<file path="src/rtl/out_port_arb.sv">
// Output-port arbiter: QoS two-class round-robin with anti-starvation aging.
// Packets are registered on transfer and held in a single-stage output slot.
module out_port_arb #(
  parameter int unsigned PKT_W   = 23,
  parameter int unsigned N_REQ   = 5,
  parameter int unsigned AGE_MAX = 8
) (
  input  logic                   clk,
  input  logic                   rst_n,
  input  logic [N_REQ-1:0]       req_en,
  input  logic [N_REQ-1:0]       in_vld,
  output logic [N_REQ-1:0]       in_rdy,
  input  logic [N_REQ*PKT_W-1:0] in_pkt,
  output logic                   out_vld,
  input  logic                   out_rdy,
  output logic [PKT_W-1:0]       out_pkt,
  output logic [2:0]             out_src_id
);

  localparam int unsigned QosBit = PKT_W - 3;
  localparam logic [3:0]  AgeMax = 4'(AGE_MAX);
  localparam logic [2:0]  LastIdx = 3'(N_REQ - 1);

  logic             out_vld_q, out_vld_d;
  logic [PKT_W-1:0] out_pkt_q, out_pkt_d;
  logic [2:0]       src_q, src_d;
  logic [2:0]       ptr_hi_q, ptr_hi_d;
  logic [2:0]       ptr_lo_q, ptr_lo_d;
  logic [3:0]       age_q, age_d;

  logic [N_REQ-1:0] elig, hi_mask, lo_mask, cls_mask, gnt_oh;
  logic             any_hi, any_lo, age_ovr, use_hi, load_en, gnt_found, xfer;
  logic [2:0]       start_ptr, gnt_idx, gnt_nxt;
  logic [PKT_W-1:0] pkt_sel;

  // Requester eligibility and QoS class split.
  always_comb begin
    elig    = in_vld & req_en;
    hi_mask = '0;
    for (int i = 0; i < N_REQ; i++) begin
      hi_mask[i] = elig[i] & in_pkt[i*PKT_W + QosBit];
    end
    lo_mask = elig & ~hi_mask;
  end

  assign any_hi    = |hi_mask;
  assign any_lo    = |lo_mask;
  // A saturated age forces one low-class grant so low traffic cannot starve.
  assign age_ovr   = (age_q == AgeMax) && any_lo;
  assign use_hi    = any_hi && !age_ovr;
  assign cls_mask  = use_hi ? hi_mask : lo_mask;
  assign start_ptr = use_hi ? ptr_hi_q : ptr_lo_q;
  assign load_en   = !out_vld_q || out_rdy;

  // Round-robin search from the class pointer, ascending with wrap.
  always_comb begin
    logic [2:0] idx;
    gnt_found = 1'b0;
    gnt_idx   = '0;
    idx       = start_ptr;
    for (int k = 0; k < N_REQ; k++) begin
      if (!gnt_found && cls_mask[idx]) begin
        gnt_found = 1'b1;
        gnt_idx   = idx;
      end
      idx = (idx == LastIdx) ? 3'd0 : idx + 3'd1;
    end
  end

  always_comb begin
    pkt_sel = '0;
    gnt_oh  = '0;
    for (int i = 0; i < N_REQ; i++) begin
      if (gnt_idx == 3'(i)) begin
        pkt_sel   = in_pkt[i*PKT_W +: PKT_W];
        gnt_oh[i] = 1'b1;
      end
    end
  end

  assign xfer    = rst_n && load_en && gnt_found;
  assign in_rdy  = xfer ? gnt_oh : '0;
  assign gnt_nxt = (gnt_idx == LastIdx) ? 3'd0 : gnt_idx + 3'd1;

  always_comb begin
    out_vld_d = out_vld_q;
    out_pkt_d = out_pkt_q;
    src_d     = src_q;
    ptr_hi_d  = ptr_hi_q;
    ptr_lo_d  = ptr_lo_q;
    age_d     = age_q;
    if (load_en) begin
      out_vld_d = gnt_found;
      if (gnt_found) begin
        out_pkt_d = pkt_sel;
        src_d     = gnt_idx;
        if (use_hi) begin
          ptr_hi_d = gnt_nxt;
          if (any_lo && (age_q != AgeMax)) begin
            age_d = age_q + 4'd1;
          end
        end else begin
          ptr_lo_d = gnt_nxt;
          age_d    = '0;
        end
      end
    end
  end

  always_ff @(posedge clk) begin
    if (!rst_n) begin
      out_vld_q <= 1'b0;
      out_pkt_q <= '0;
      src_q     <= '0;
      ptr_hi_q  <= '0;
      ptr_lo_q  <= '0;
      age_q     <= '0;
    end else begin
      out_vld_q <= out_vld_d;
      out_pkt_q <= out_pkt_d;
      src_q     <= src_d;
      ptr_hi_q  <= ptr_hi_d;
      ptr_lo_q  <= ptr_lo_d;
      age_q     <= age_d;
    end
  end

  assign out_vld    = out_vld_q;
  assign out_pkt    = out_pkt_q;
  assign out_src_id = src_q;

endmodule
</file>
<file path="config.mk">
export PLATFORM = sky130hd
export DESIGN_NAME = out_port_arb
export DESIGN_NICKNAME = d
export VERILOG_FILES = /design/src/rtl/out_port_arb.sv
export SDC_FILE = /design/constraint.sdc
export NUM_CORES = 1
export LEC_CHECK = 0
export CAP_MARGIN = 10
export CORE_MARGIN = 1
export CORE_UTILIZATION = 44
export DETAILED_ROUTE_END_ITERATION = 8
export PLACE_DENSITY_LB_ADDON = 0.1
export SETUP_SLACK_MARGIN = 0.1
export SLEW_MARGIN = 20
export SYNTH_ARGS = -nofsm -noshare
export SYNTH_HDL_FRONTEND = slang
export SYNTH_SLANG_ARGS = --single-unit
</file>
<file path="constraint.sdc">
create_clock -name clk -period 6.7 [get_ports clk]
set_input_delay 0.67 -clock clk [delete_from_list [all_inputs] [get_ports clk]]
set_output_delay 0.67 -clock clk [all_outputs]
set_load 0.05 [all_outputs]
</file>
==> Yosys cells after proc, flatten, opt, wreduce, memory -nomap -nowiden <==
Cells that the tools add are included.
{ "totals": {"romBits": 0, "latch_bits": 0, "ram_bits": 0, "inputBits": 128, "out_inout_bits": 32, "wordCells": 100, "memories": 0, "register_bits": 37} }
{ "classes": {"n_bitwise": 9, "mux": 40, "shifts": 0, "n_lt_le_gt_ge": 5, "n_eq_ne": 11, "n_mul": 0, "reduce_logical": 23, "div_mod_pow": 0, "addsub": 6} }
{ "ops": {"columns": ["cell", "n"], "rows": [
  ["23-bit 2-to-1 mux", 5],
  ["3-bit 2-to-1 mux", 11],
  ["3-bit by 4-bit less-than comparator with 1-bit output, second input constant", 5],
  ["3-bit by 1-bit adder with 3-bit output, second input constant", 5],
  ["1-bit binary-select mux with 3-bit select", 5],
  ["3-bit == test, second input constant", 5],
  ["1-bit 2-to-1 mux", 15],
  ["5-bit bitwise AND", 2],
  ["5-bit 2-to-1 mux", 2],
  ["5-bit OR reduction", 2],
  ["1-bit logical AND", 9],
  ["3-bit AND reduction", 3],
  ["4-bit 2-to-1 mux", 2],
  ["3-bit by 2-bit == test with 1-bit output, second input constant", 2],
  ["1-bit logical NOT", 6],
  ["1-bit bitwise AND", 5],
  ["5-bit inverter", 1],
  ["4-bit by 1-bit adder with 4-bit output, second input constant", 1],
  ["4-bit == test, second input constant", 1],
  ["4-bit inequality test, second input constant", 1],
  ["3-bit by 1-bit == test with 1-bit output, second input constant", 1],
  ["3-bit logical NOT", 1],
  ["2-bit by 1-bit inequality test with 1-bit output, second input constant", 1],
  ["2-bit AND reduction", 1],
  ["other kinds (2)", 2]
]} }

==> Depth between registers and ports, before layout <==
{ "depth": {"depth_word": 30, "depth_mapped": 35, "depth_no_buf": 33} }

==> Worst setup path after synthesis <==
OpenSTA, ideal clock, no wires.
{ "synth_timing": {"path_kind": "in2out", "start": "input port in_pkt[66]", "end": "output port in_rdy[4]", "required_ns": 6.030, "path_stages": 30, "arrival_ns": 6.355, "n_path_buf": 3, "slack_ns": -0.325, "path_cell_list": "nand3b_4 and4_4 a21boi_4 buf_4 nor2_2 nand2_1 nand2_1 inv_1 ha_1 inv_1 o21ai_2 ha_1 and3_1 a311oi_2 inv_1 ha_1 nor3_1 a21oi_1 mux2i_2 xnor2_1 nand4_1 a22o_1 mux2i_1 o21a_1 inv_1 ha_1 o21ai_1 buf_2 buf_2 nor3_1"} }
{ "synth_via": {"elab_chain_cells": 26, "word_cells_on_any_way": 54, "classes_between": "add/sub: 4; eq/ne: 5; mux: 28; bitwise: 3; reduce/logical: 14"} }
{ "synth_lines": {"columns": ["item", "line_no", "rtl"], "rows": [
  ["start: declaration", "13", "input logic [N_REQ*PKT_W-1:0] in_pkt,"],
  ["1-bit bitwise AND *", "41", "hi_mask[i] = elig[i] & in_pkt[i*PKT_W + QosBit];"],
  ["branches (longest 21 deep; another with 3-bit by 1-bit adder with 3-bit output)", null, null],
  ["3-bit 2-to-1 mux *", "62", "if (!gnt_found && cls_mask[idx]) begin"],
  ["via gnt_idx[1]", "33", "logic [2:0] start_ptr, gnt_idx, gnt_nxt;"],
  ["3-bit == test *", "74", "if (gnt_idx == 3'(i)) begin"],
  ["1-bit 2-to-1 mux *", "74", null],
  ["5-bit 2-to-1 mux *", "82", "assign in_rdy = xfer ? gnt_oh : '0;"],
  ["end: declaration", "12", "output logic [N_REQ-1:0] in_rdy,"]
]} }
Mark *: on every way through the listed nets, which the timed path passes. The select of a mux whose other input is x is not followed.

==> Worst setup path after layout <==
{ "layout_timing": {"start": "input port in_pkt[112]", "end": "output port in_rdy[3]"} }
{ "layout_via": {"elab_chain_cells": 26, "word_cells_on_any_way": 54, "classes_between": "add/sub: 4; eq/ne: 5; mux: 28; bitwise: 3; reduce/logical: 14"} }
{ "layout_lines": {"columns": ["item", "line_no"], "rows": [
  ["1-bit bitwise AND *", "41"],
  ["branches (longest 21 deep; another with 3-bit by 1-bit adder with 3-bit output)", null],
  ["3-bit 2-to-1 mux *", "62"],
  ["via gnt_idx[0]", "33"],
  ["3-bit by 2-bit == test with 1-bit output *", "74"],
  ["1-bit 2-to-1 mux *", "74"],
  ["5-bit 2-to-1 mux *", "82"]
]} }
Marked as above.

==> impl_metrics.tcl <==
set metrics [dict create \
    syn_area_um2 3725 \
    wl_per_cell_um 18.97 \
    ioPinCount 160 \
    n_antenna_cell 0 \
    cts.sinks 37 \
    finalHoldViolCount 0 \
    crit_top_cell "buf_4" \
    worstSetupStartpointType "input port" \
    clk_pin_slew_worst_paths_ns 0.08 \
    portBuffers 159 \
    insertion_delay_ns 0.30 \
    cp_data_arrival_time_ns 5.71 \
    ant_nets 0 \
    synthXorXnorAreaFrac_pct 0.2351 \
    routabilityCongestion 0.9547 \
    synth_top_family_by_area "compound AO/OA/AOI/OAI gates" \
    drt_iter0_drc 235 \
    overflow 0 \
    synth_edf_count 0 \
    cts-root-buf "clkbuf_8" \
    cp_slowest_stage_delay_ns 0.43 \
    area_delta_synth_final_pct 56.30 \
    rsz0062_at_grt "no" \
    async_flop_share_pct 0 \
    hold_start "out_pkt[0]$_SDFFE_PN0P_" \
    finalSetupViolCount 0 \
    holdBufCountCts 0 \
    synthTopCellsByArea "dfxtp_1 (20%), a32o_1 (6.7%), o211ai_1 (5.4%)" \
    drc_errors 0 \
    worstSetupPathType "input port to output port" \
    synth_top_area_cell "dfxtp_1" \
    synth_seq_area_share_pct 19.89 \
    slowest_stage "clkdlybuf4s50_1" \
    max-cap-violations 0 \
    core_um2 8217 \
    period_share_pct 95.22 \
    h-tree-depth 2 \
    dr_total_vias 4567 \
    drive_above_1_share_pct 14.68 \
    initial_core_util_pct 45.33 \
    grt_pass1_wl_mm 22.09 \
    cp_max_fo 7 \
    min_path_type "flip-flop to flip-flop" \
    dieWidth_um 94.01 \
    final_util_pct 70.85 \
    r2r_start "age_q[0]$_SDFFE_PN0P_" \
    fmax_ghz 0.1567 \
    synthTopCellsByCount "nand2_1 (51), nor2_1 (51), a21oi_1 (40)" \
    syn_inst 483 \
    holdPathStages 1 \
    routed_via_density 6.017 \
    ir_worst_vdd_uv 503.5 \
    worst_pin_slew_ns 0.9676 \
    die_h_um 94.01 \
    first_global_vias 4475 \
    synthMuxAreaShare_pct 5.375 \
    fin_nets 795 \
    min_period_ns 6.380 \
    routed_wl_mm 14.40 \
    synthSimpleGateAreaFrac_pct 27.98 \
    ff2ff_path_depth 28 \
    cts_tree "done" \
    worstPathRequired_ns 6.03 \
    total_leakage_power_nw 2.286 \
    synth_flop_cell "dfxtp_1" \
    cp-end-kind "output port" \
    grtUsageTotal_pct 32.57 \
    r2r_slack_ns 0.82 \
    synth_area_per_cell_um2 7.712 \
    dp_hpwl_mm 11.47 \
    antenna_found_initial 1 \
    maxSlewViolCount 0 \
    synth_fp_nets 625 \
    synth_top_area_share_pct 19.89 \
    status "complete, no violations" \
    synth_seq_cells 37 \
    synth_compound_gate_area_share_pct 35.84 \
    cts_buffers 5 \
    ys_types 71 \
    hold_ws_ns 0.4725 \
    slew_headroom_pct 35.49 \
    synth_fa_ha_area_share_pct 4.703 \
    power.density_nw_per_um2 575.4 \
    grt_max_degree 49 \
    worstHoldEndpoint "out_pkt[0]$_SDFFE_PN0P_" \
    rr_endpoint "out_pkt[20]$_SDFFE_PN0P_" \
    die_area_um2 8838 \
    drtPass1Iterations 8 \
    clock_skew_ns 0.01191 \
    ys_warn_count 0 \
    num_rows 33 \
    clockBufferDepth 2 \
]
[final cells by class]
class / instances / area (um2)
well taps: 105 / 131.4
inverters: 16 / 60.06
fillers: 684 / 2395
multi-input cells: 399 / 2853
flip-flops and latches: 37 / 740.7
repair buffers: 194 / 1926
clock buffers: 6 / 72.57
clock inverters: 2 / 38.79
[state kept, by name, summed over array words and instances (netlist names)]
name        cells
out_pkt        23
ptr_lo_q        3
out_vld         1
out_src_id      3
ptr_hi_q        3
age_q           4
[worst max path at each step]
stage / from / slack, ns / end
5_1_grt: in_pkt[89] / 0.07 / in_rdy[3]
3_5_place_dp: req_en[0] / -0.13 / out_pkt[6]$_SDFFE_PN0P_
6_report: in_pkt[112] / 0.32 / in_rdy[3]
3_3_place_gp: in_pkt[66] / -0.06 / out_pkt[6]$_SDFFE_PN0P_
2_1_floorplan: in_pkt[66] / 0.11 / in_rdy[4]
4_1_cts: in_pkt[43] / 0.12 / in_rdy[3]
[cells by family (layout without fill, tap and decap cells)]
| group | count (synthesis) | count (layout) |
|---|---|---|
| xor gates and xnor gates | 1 | 1 |
| adders and majority gates | 14 | 14 |
| AOI/OAI and AO/OA | 172 | 172 |
| DFF | 37 | 37 |
| muxes | 16 | 16 |
| and+or+nand+nor | 196 | 196 |
| buffers and inverters | 47 | 218 |
[routing by layer]
layer  GRT usage [%]  share of wire [%]
met5               0              0.069
met4           15.51                4.8
met3           6.230                6.1
met2           59.61                 52
met1           35.76                 37
[worst max-delay path, delay by kind of cell]
family | cells | cell delay (ns)
buffers and inverters | 8 | 1.41
AOI/OAI and AO/OA | 7 | 1.29
and+or+nand+nor | 6 | 1.08
adders and majority gates | 4 | 0.93
muxes | 1 | 0.30
[power by group]
| part | switching (W) | total (W) | leakage, nW | internal [W] |
|---|---|---|---|---|
| sequential | 0.0000430 | 0.000328 | 0.303 | 0.000285 |
| combinational | 0.00161 | 0.00282 | 1.93 | 0.00121 |
| clock | 0.0000883 | 0.000200 | 0.0554 | 0.000112 |
| total | 0.00174 | 0.00335 | 2.29 | 0.00161 |
[metrics by stage]
stage / area, um2 / total power (W) / setup slack, ns / TNS, ns / std cells
2_1_floorplan: 3730 / 0.002385 / 0.1098 / 0 / 483
3_3_place_gp: 5554 / 0.003026 / -0.05703 / -0.6083 / 743
3_5_place_dp: 5554 / 0.003071 / -0.1276 / -2.546 / 743
4_1_cts: 5698 / 0.003297 / 0.1236 / 0 / 752
5_1_grt: 5822 / 0.003657 / 0.06513 / 0 / 759
6_report: 5822 / 0.003350 / 0.3203 / 0 / 759
[timing repair]
item | CTS | global route
setup endpoints to repair | 4 | 28
pin swaps | 0 | 7
setup buffers | 1 | 7
gates resized for setup | 7 | 22
hold endpoints to repair | 0 | 0
[layout by cell type (no fill, tap or decap), types with 18 or more instances in the layout]
| master | instances |
|---|---|
| nand2_1 | 50 |
| a21oi_1 | 39 |
| o211ai_1 | 27 |
| nor2_1 | 50 |
| or2_1 | 18 |
| a32o_1 | 25 |
| a22oi_1 | 22 |
| buf_4 | 35 |
| dfxtp_1 | 37 |
| clkdlybuf4s50_1 | 144 |
Power figures use the tool's default switching activity.
